`config.mk`:
```
export PLATFORM = sky130hd
export DESIGN_NAME = instruction_prefetch_queue
export DESIGN_NICKNAME = d
export VERILOG_FILES = /design/src/rtl/instruction_prefetch_queue.sv
export SDC_FILE = /design/constraint.sdc
export NUM_CORES = 1
export LEC_CHECK = 0
export CAP_MARGIN = 30
export CORE_MARGIN = 3
export CORE_UTILIZATION = 50
export CTS_CLUSTER_DIAMETER = 150
export DETAILED_ROUTE_END_ITERATION = 8
export GPL_TIMING_DRIVEN = 0
export PLACE_DENSITY = 0.72
export REMOVE_ABC_BUFFERS = 1
export SLEW_MARGIN = 20
export SYNTH_ARGS = -nofsm -noshare
export SYNTH_HDL_FRONTEND = slang
export SYNTH_SLANG_ARGS = --single-unit
```
`constraint.sdc`:
```
create_clock -name clk -period 3.79 [get_ports clk]
set_input_delay 1.137 -clock clk [delete_from_list [all_inputs] [get_ports clk]]
set_output_delay 1.137 -clock clk [all_outputs]
set_load 0.01 [all_outputs]
```
`src/rtl/instruction_prefetch_queue.sv`:
```
// Instruction prefetch queue: issues memory reads ahead of the core and buffers
// fetched instructions with their PCs in a DEPTH-entry FIFO.
//
// state   | meaning
// IDLE    | no request outstanding; waiting for a free slot or a flush to settle
// WAIT    | request outstanding at fetchPC; response is pushed on arrival
// DISCARD | request outstanding from before a flush; its response is dropped
module instruction_prefetch_queue #(
    parameter int DATA_WIDTH        = 32,
    parameter int INSTRUCTION_WIDTH = 32,
    parameter int DEPTH             = 4,
    parameter logic [DATA_WIDTH-1:0] RESET_PC = '0
) (
    input  logic                         clk,
    input  logic                         reset,
    input  logic                         memoryReadValid,
    input  logic [DATA_WIDTH-1:0]        memoryDataRead,
    output logic                         fetchRequest,
    output logic [DATA_WIDTH-1:0]        fetchAddress,
    input  logic                         flush,
    input  logic [DATA_WIDTH-1:0]        flushPC,
    input  logic                         instReady,
    output logic                         instValid,
    output logic [INSTRUCTION_WIDTH-1:0] instOut,
    output logic [DATA_WIDTH-1:0]        instPC,
    output logic [$clog2(DEPTH+1)-1:0]   count
);

    localparam int PTR_W      = $clog2(DEPTH);
    localparam int CNT_W      = $clog2(DEPTH + 1);
    localparam int INST_BYTES = INSTRUCTION_WIDTH / 8;
    localparam int ALIGN_BITS = $clog2(INST_BYTES);
    localparam logic [DATA_WIDTH-1:0] PC_STEP    = DATA_WIDTH'(INST_BYTES);
    localparam logic [DATA_WIDTH-1:0] ALIGN_MASK =
        ~((DATA_WIDTH'(1) << ALIGN_BITS) - DATA_WIDTH'(1));
    localparam logic [CNT_W:0] DEPTH_EXT = (CNT_W + 1)'(DEPTH);

    typedef enum logic [1:0] {
        IDLE    = 2'd0,
        WAIT    = 2'd1,
        DISCARD = 2'd2
    } stateT;

    stateT                        state;
    stateT                        nextState;
    logic [DATA_WIDTH-1:0]        fetchPC;
    logic [DATA_WIDTH-1:0]        discardAddr;
    logic [PTR_W-1:0]             rdPtr;
    logic [PTR_W-1:0]             wrPtr;
    logic [INSTRUCTION_WIDTH-1:0] instMem [DEPTH];
    logic [DATA_WIDTH-1:0]        pcMem   [DEPTH];
    logic                         push;
    logic                         pop;
    logic [CNT_W:0]               countAfter;
    logic [CNT_W:0]               countLessPop;

    // Flush cancels both sides of the FIFO in the cycle it is seen.
    assign instValid    = (count != '0);
    assign push         = (state == WAIT) && memoryReadValid && !flush;
    assign pop          = instReady && instValid && !flush;
    assign countLessPop = {1'b0, count} - (CNT_W + 1)'(pop);
    assign countAfter   = countLessPop + (CNT_W + 1)'(push);
    assign instOut      = instMem[rdPtr];
    assign instPC       = pcMem[rdPtr];

    always_ff @(posedge clk or negedge reset) begin
        if (!reset) begin
            state <= IDLE;
        end else begin
            state <= nextState;
        end
    end

    always_comb begin
        nextState = state;
        case (state)
            IDLE: begin
                if (!flush && (countLessPop < DEPTH_EXT)) nextState = WAIT;
            end
            WAIT: begin
                if (flush) begin
                    nextState = memoryReadValid ? IDLE : DISCARD;
                end else if (memoryReadValid && (countAfter >= DEPTH_EXT)) begin
                    nextState = IDLE;
                end
            end
            DISCARD: begin
                if (memoryReadValid) nextState = IDLE;
            end
            default: nextState = IDLE;
        endcase
    end

    always_comb begin
        fetchRequest = (state != IDLE);
        fetchAddress = (state == DISCARD) ? discardAddr : fetchPC;
    end

    always_ff @(posedge clk or negedge reset) begin
        if (!reset) begin
            fetchPC     <= RESET_PC;
            discardAddr <= '0;
            count       <= '0;
            rdPtr       <= '0;
            wrPtr       <= '0;
        end else if (flush) begin
            fetchPC <= flushPC & ALIGN_MASK;
            count   <= '0;
            rdPtr   <= '0;
            wrPtr   <= '0;
            // The in-flight request keeps its address on the bus until answered.
            if (state == WAIT && !memoryReadValid) discardAddr <= fetchPC;
        end else begin
            count <= countAfter[CNT_W-1:0];
            if (push) begin
                fetchPC <= fetchPC + PC_STEP;
                wrPtr   <= wrPtr + PTR_W'(1);
            end
            if (pop) rdPtr <= rdPtr + PTR_W'(1);
        end
    end

    always_ff @(posedge clk or negedge reset) begin
        if (!reset) begin
            for (int i = 0; i < DEPTH; i++) begin
                instMem[i] <= '0;
                pcMem[i]   <= '0;
            end
        end else if (push) begin
            instMem[wrPtr] <= memoryDataRead[INSTRUCTION_WIDTH-1:0];
            pcMem[wrPtr]   <= fetchPC;
        end
    end

endmodule
```
==> impl_metrics.csv <==
group,metric,value,unit
hold_path,min_path_type,"reg2reg",
yosys,yosysWarningCount,0,
timing,relSlewSlack,50.12,%
clock_tree,root_buffer,"clkbuf_16",
timing,slew_violations,0,
global_routing,met1_usage,29.51,%
pwr,ir_worst_vdd,359.4,µV
route,num_vias,8752,
global_routing,grt_max_degree,96,
timing,tightest_slew,747.4,ps
pwr,cellPowerDensity,617.7,nW/µm²
global_routing,grt-ovfl-total,0,
setup_path,timing.rr.start,"state[1]",
setup_path,crit_fanout,40,
yosys,synth_compound_area_share,2.162,%
pwr,switchingPower,0.002902,W
layout,fin_cells,1527,
global_routing,grt-busiest-layer,"met2",
pwr,clkPwrFrac,29.9,%
timing,period_share,94.41,%
pwr,power_frac_comb,27.3,%
pwr,power,0.01103,W
yosys,synth_edf_count,0,
pwr,leakagePower,8.085,nW
placement,placed_cells,1468,
yosys,synth_cell_types,57,
setup_path,critical_path_arrival,2440,ps
yosys,synthAdderAreaFrac,0.7721,%
placement,gp_congestion,0.7700,
timing,holdWs,484.6,ps
pwr,p_int,0.008127,W
floorplanning,io-pin-count,170,
layout,layout_common_cells,"315 x dfrtp_1, 249 x mux2_1, 161 x clkdlybuf4s50_1",
timing,finalHoldViolations,0,
floorplanning,core_area,28240,µm²
placement,dp_hpwl,20.31,mm
layout,drive_gt1_share,18.10,%
global_routing,grt_pass1_wl,51.92,mm
setup_path,r2r-end,"instMem[31]",
layout,final_util,63.22,%
placement,io_buffers,163,
global_routing,antenna_found_initial,1,
yosys,synth_top_family_by_area,"multiplexers",
setup_path,required,2650,ps
floorplanning,die_height,176.8,µm
yosys,yosys.area_share.simple,5.396,%
global_routing,grt_pass1_vias,9394,
setup_path,start_kind,"register",
setup_path,r2r_slack,1230,ps
yosys,ys_seq_area_share,54.39,%
hold_path,holdPathStages,1,
clock_tree,clk_path_buf_depth,3,
layout,layout.nets,1206,
clock_tree,clock_latency,500,ps
route,drt_iter0_drc,415,
run,drv_cap,0,
clock_tree,cts.sinks,317,
clock_tree,cts_tree,"built",
clock_tree,cts_buffers,35,
route,routed_via_density,5.731,
route,wire_per_inst,20.84,µm
floorplanning,die-width,176.8,µm
timing,fin_skew,8.045,ps
floorplanning,start_util,51.65,%
layout,final_area,17850,µm²
layout,final_common_cell,"dfrtp_1",
route,drcViolationCount,0,
timing,setup-violations-final,0,
yosys,synth_cells,993,
layout,antenna-diode-count,0,
global_routing,grt.total_usage,20.96,%
placement,postPlaceCellArea,16710,µm²
yosys,synth_xor_area_share,0.9608,%
hold_path,hold_path_startpoint,"pcMem[16]",
timing,rsz0062_at_grt,"no",
yosys,syn_area,14590,µm²
clock_tree,clk_pin_slew_worst_paths,60,ps
yosys,ys_ff_latch,317,
timing,period_minus_slack,3578,ps
yosys,synth.area.mux_share,33.27,%
setup_path,crit_type,"reg2out",
route,drtPass1Iterations,4,
yosys,async_flop_share,100.0,%
layout,syn2layout_area_growth,22.41,%
yosys,synth-main-ff-cell,"dfrtp_1",
setup_path,reg2reg_depth,5,
floorplanning,die_area,31260,µm²
yosys,synth.avg_cell_area,14.69,µm²
floorplanning,rows,61,
hold_path,min_to,"pcMem[16]",
clock_tree,cts_htree_levels,2,
route,ant_nets,0,
timing,clock.fmax,0.2795,GHz
outcome,status,"completed",
route,routed_wl,31.83,mm
global_routing,grt_use_met3,3.754,%
pwr,pwr-share-seq,42.8,%
global_routing,use_met2,34.33,%
pwr,p_sw_share,26.31,%
setup_path,worst_setup_path_end_kind,"primary output",
==> power groups by stage <==
stage | Clock [W] | Combinational [W] | Sequential [W]
2_1_floorplan | 0 | 0.00164 | 0.00466
3_3_place_gp | 0 | 0.00287 | 0.00484
3_5_place_dp | 0 | 0.00304 | 0.00478
4_1_cts | 0.00339 | 0.00307 | 0.00473
5_1_grt | 0.00351 | 0.00325 | 0.00484
6_report | 0.00330 | 0.00301 | 0.00472
==> layout make-up <==
class                      count  area, µm²
clock buffer                  52       1072
clock inverter                 6      55.05
fill                        2151      10390
inverter                      10      37.54
multi-input combinational    582       6266
sequential                   317       7940
tap                          378      473.0
timing repair buffer         182       2009
==> metrics by stage <==
step	setup slack (ps)	setup TNS [ps]
6_report	211.7	0
5_1_grt	115.7	0
3_5_place_dp	34.84	0
4_1_cts	154.5	0
3_3_place_gp	-12280	-5037560
2_1_floorplan	-1468	-79720
==> worst max-delay path, cell delays in order (launching register included) <==
cell and delay, ps:
dfrtp_4 690, buf_16 310, mux4_2 370, clkdlybuf4s50_1 550
==> logic make-up (layout without fill, tap and decap cells) <==
kind of cell,Yosys count,after routing
simple gates,137,137
xor+xnor,16,16
compound gates,47,47
other cells,1,4
flops,317,317
buf+inv,97,250
mux,369,369
fa+ha+maj,9,9
==> synth_stat cells, types with 3 or more instances <==
| cell type | n | area [µm²] |
|---|---|---|
| nor4b_1 | 3 | 26.28 |
| nand2_1 | 37 | 138.9 |
| clkbuf_1 | 30 | 112.6 |
| xnor2_1 | 10 | 87.58 |
| o311ai_0 | 3 | 26.28 |
| o21ai_0 | 16 | 80.08 |
| and2_1 | 3 | 18.77 |
| buf_1 | 5 | 18.77 |
| inv_1 | 10 | 37.54 |
| nor3_1 | 4 | 20.02 |
| ha_1 | 9 | 112.6 |
| buf_4 | 5 | 37.54 |
| or4b_1 | 4 | 40.04 |
| mux4_2 | 62 | 1396 |
| dfrtp_1 | 317 | 7933 |
| buf_2 | 47 | 235.2 |
| o211ai_1 | 4 | 30.03 |
| a31oi_1 | 5 | 31.28 |
| nor2b_1 | 6 | 37.54 |
| nor2_1 | 15 | 56.30 |
| and3_1 | 5 | 31.28 |
| or4_1 | 9 | 67.56 |
| xor2_1 | 6 | 52.55 |
| and4_1 | 4 | 35.03 |
| o31ai_1 | 5 | 37.54 |
| nand3_1 | 23 | 115.1 |
| mux2_1 | 249 | 2804 |
| mux2_2 | 57 | 641.9 |
| nand4_1 | 6 | 37.54 |
==> registers in the layout, summed over array words and instances (netlist names) <==
register     count
pcMem          120
state            2
instMem        128
fetchPC         30
discardAddr     30
count            3
wrPtr            2
rdPtr            2
==> metal layers <==
metal / wire length [µm] / up-vias / part of all wire, %
met1: 14250 / 4562 / 45
met3: 1628 / 47 / 5.1
li1: - / 3929 / -
met5: 11 / - / 0.035
met2: 15260 / 212 / 48
met4: 679 / 2 / 2.1
==> how the worst max path moves through the flow <==
stage	start	endpoint	slack, ps
finish	rdPtr[1]	instPC[22]	210
global route	rdPtr[0]	instPC[18]	120
CTS	rdPtr[1]	instPC[22]	150
detailed placement	memoryReadValid	pcMem[59]	30
global placement	reset	pcMem[42]	-12280
floorplan	flush	discardAddr[10]	-1470
==> timing repair <==
item / 4_1_cts / 5_1_grt
hold buffers: 0 / 0
gates resized for setup: 0 / 0
buffers inserted: 1 / 0
endpoints found under the setup margin: 14 / 0
Note: power is estimated with default switching activity, not from simulation.
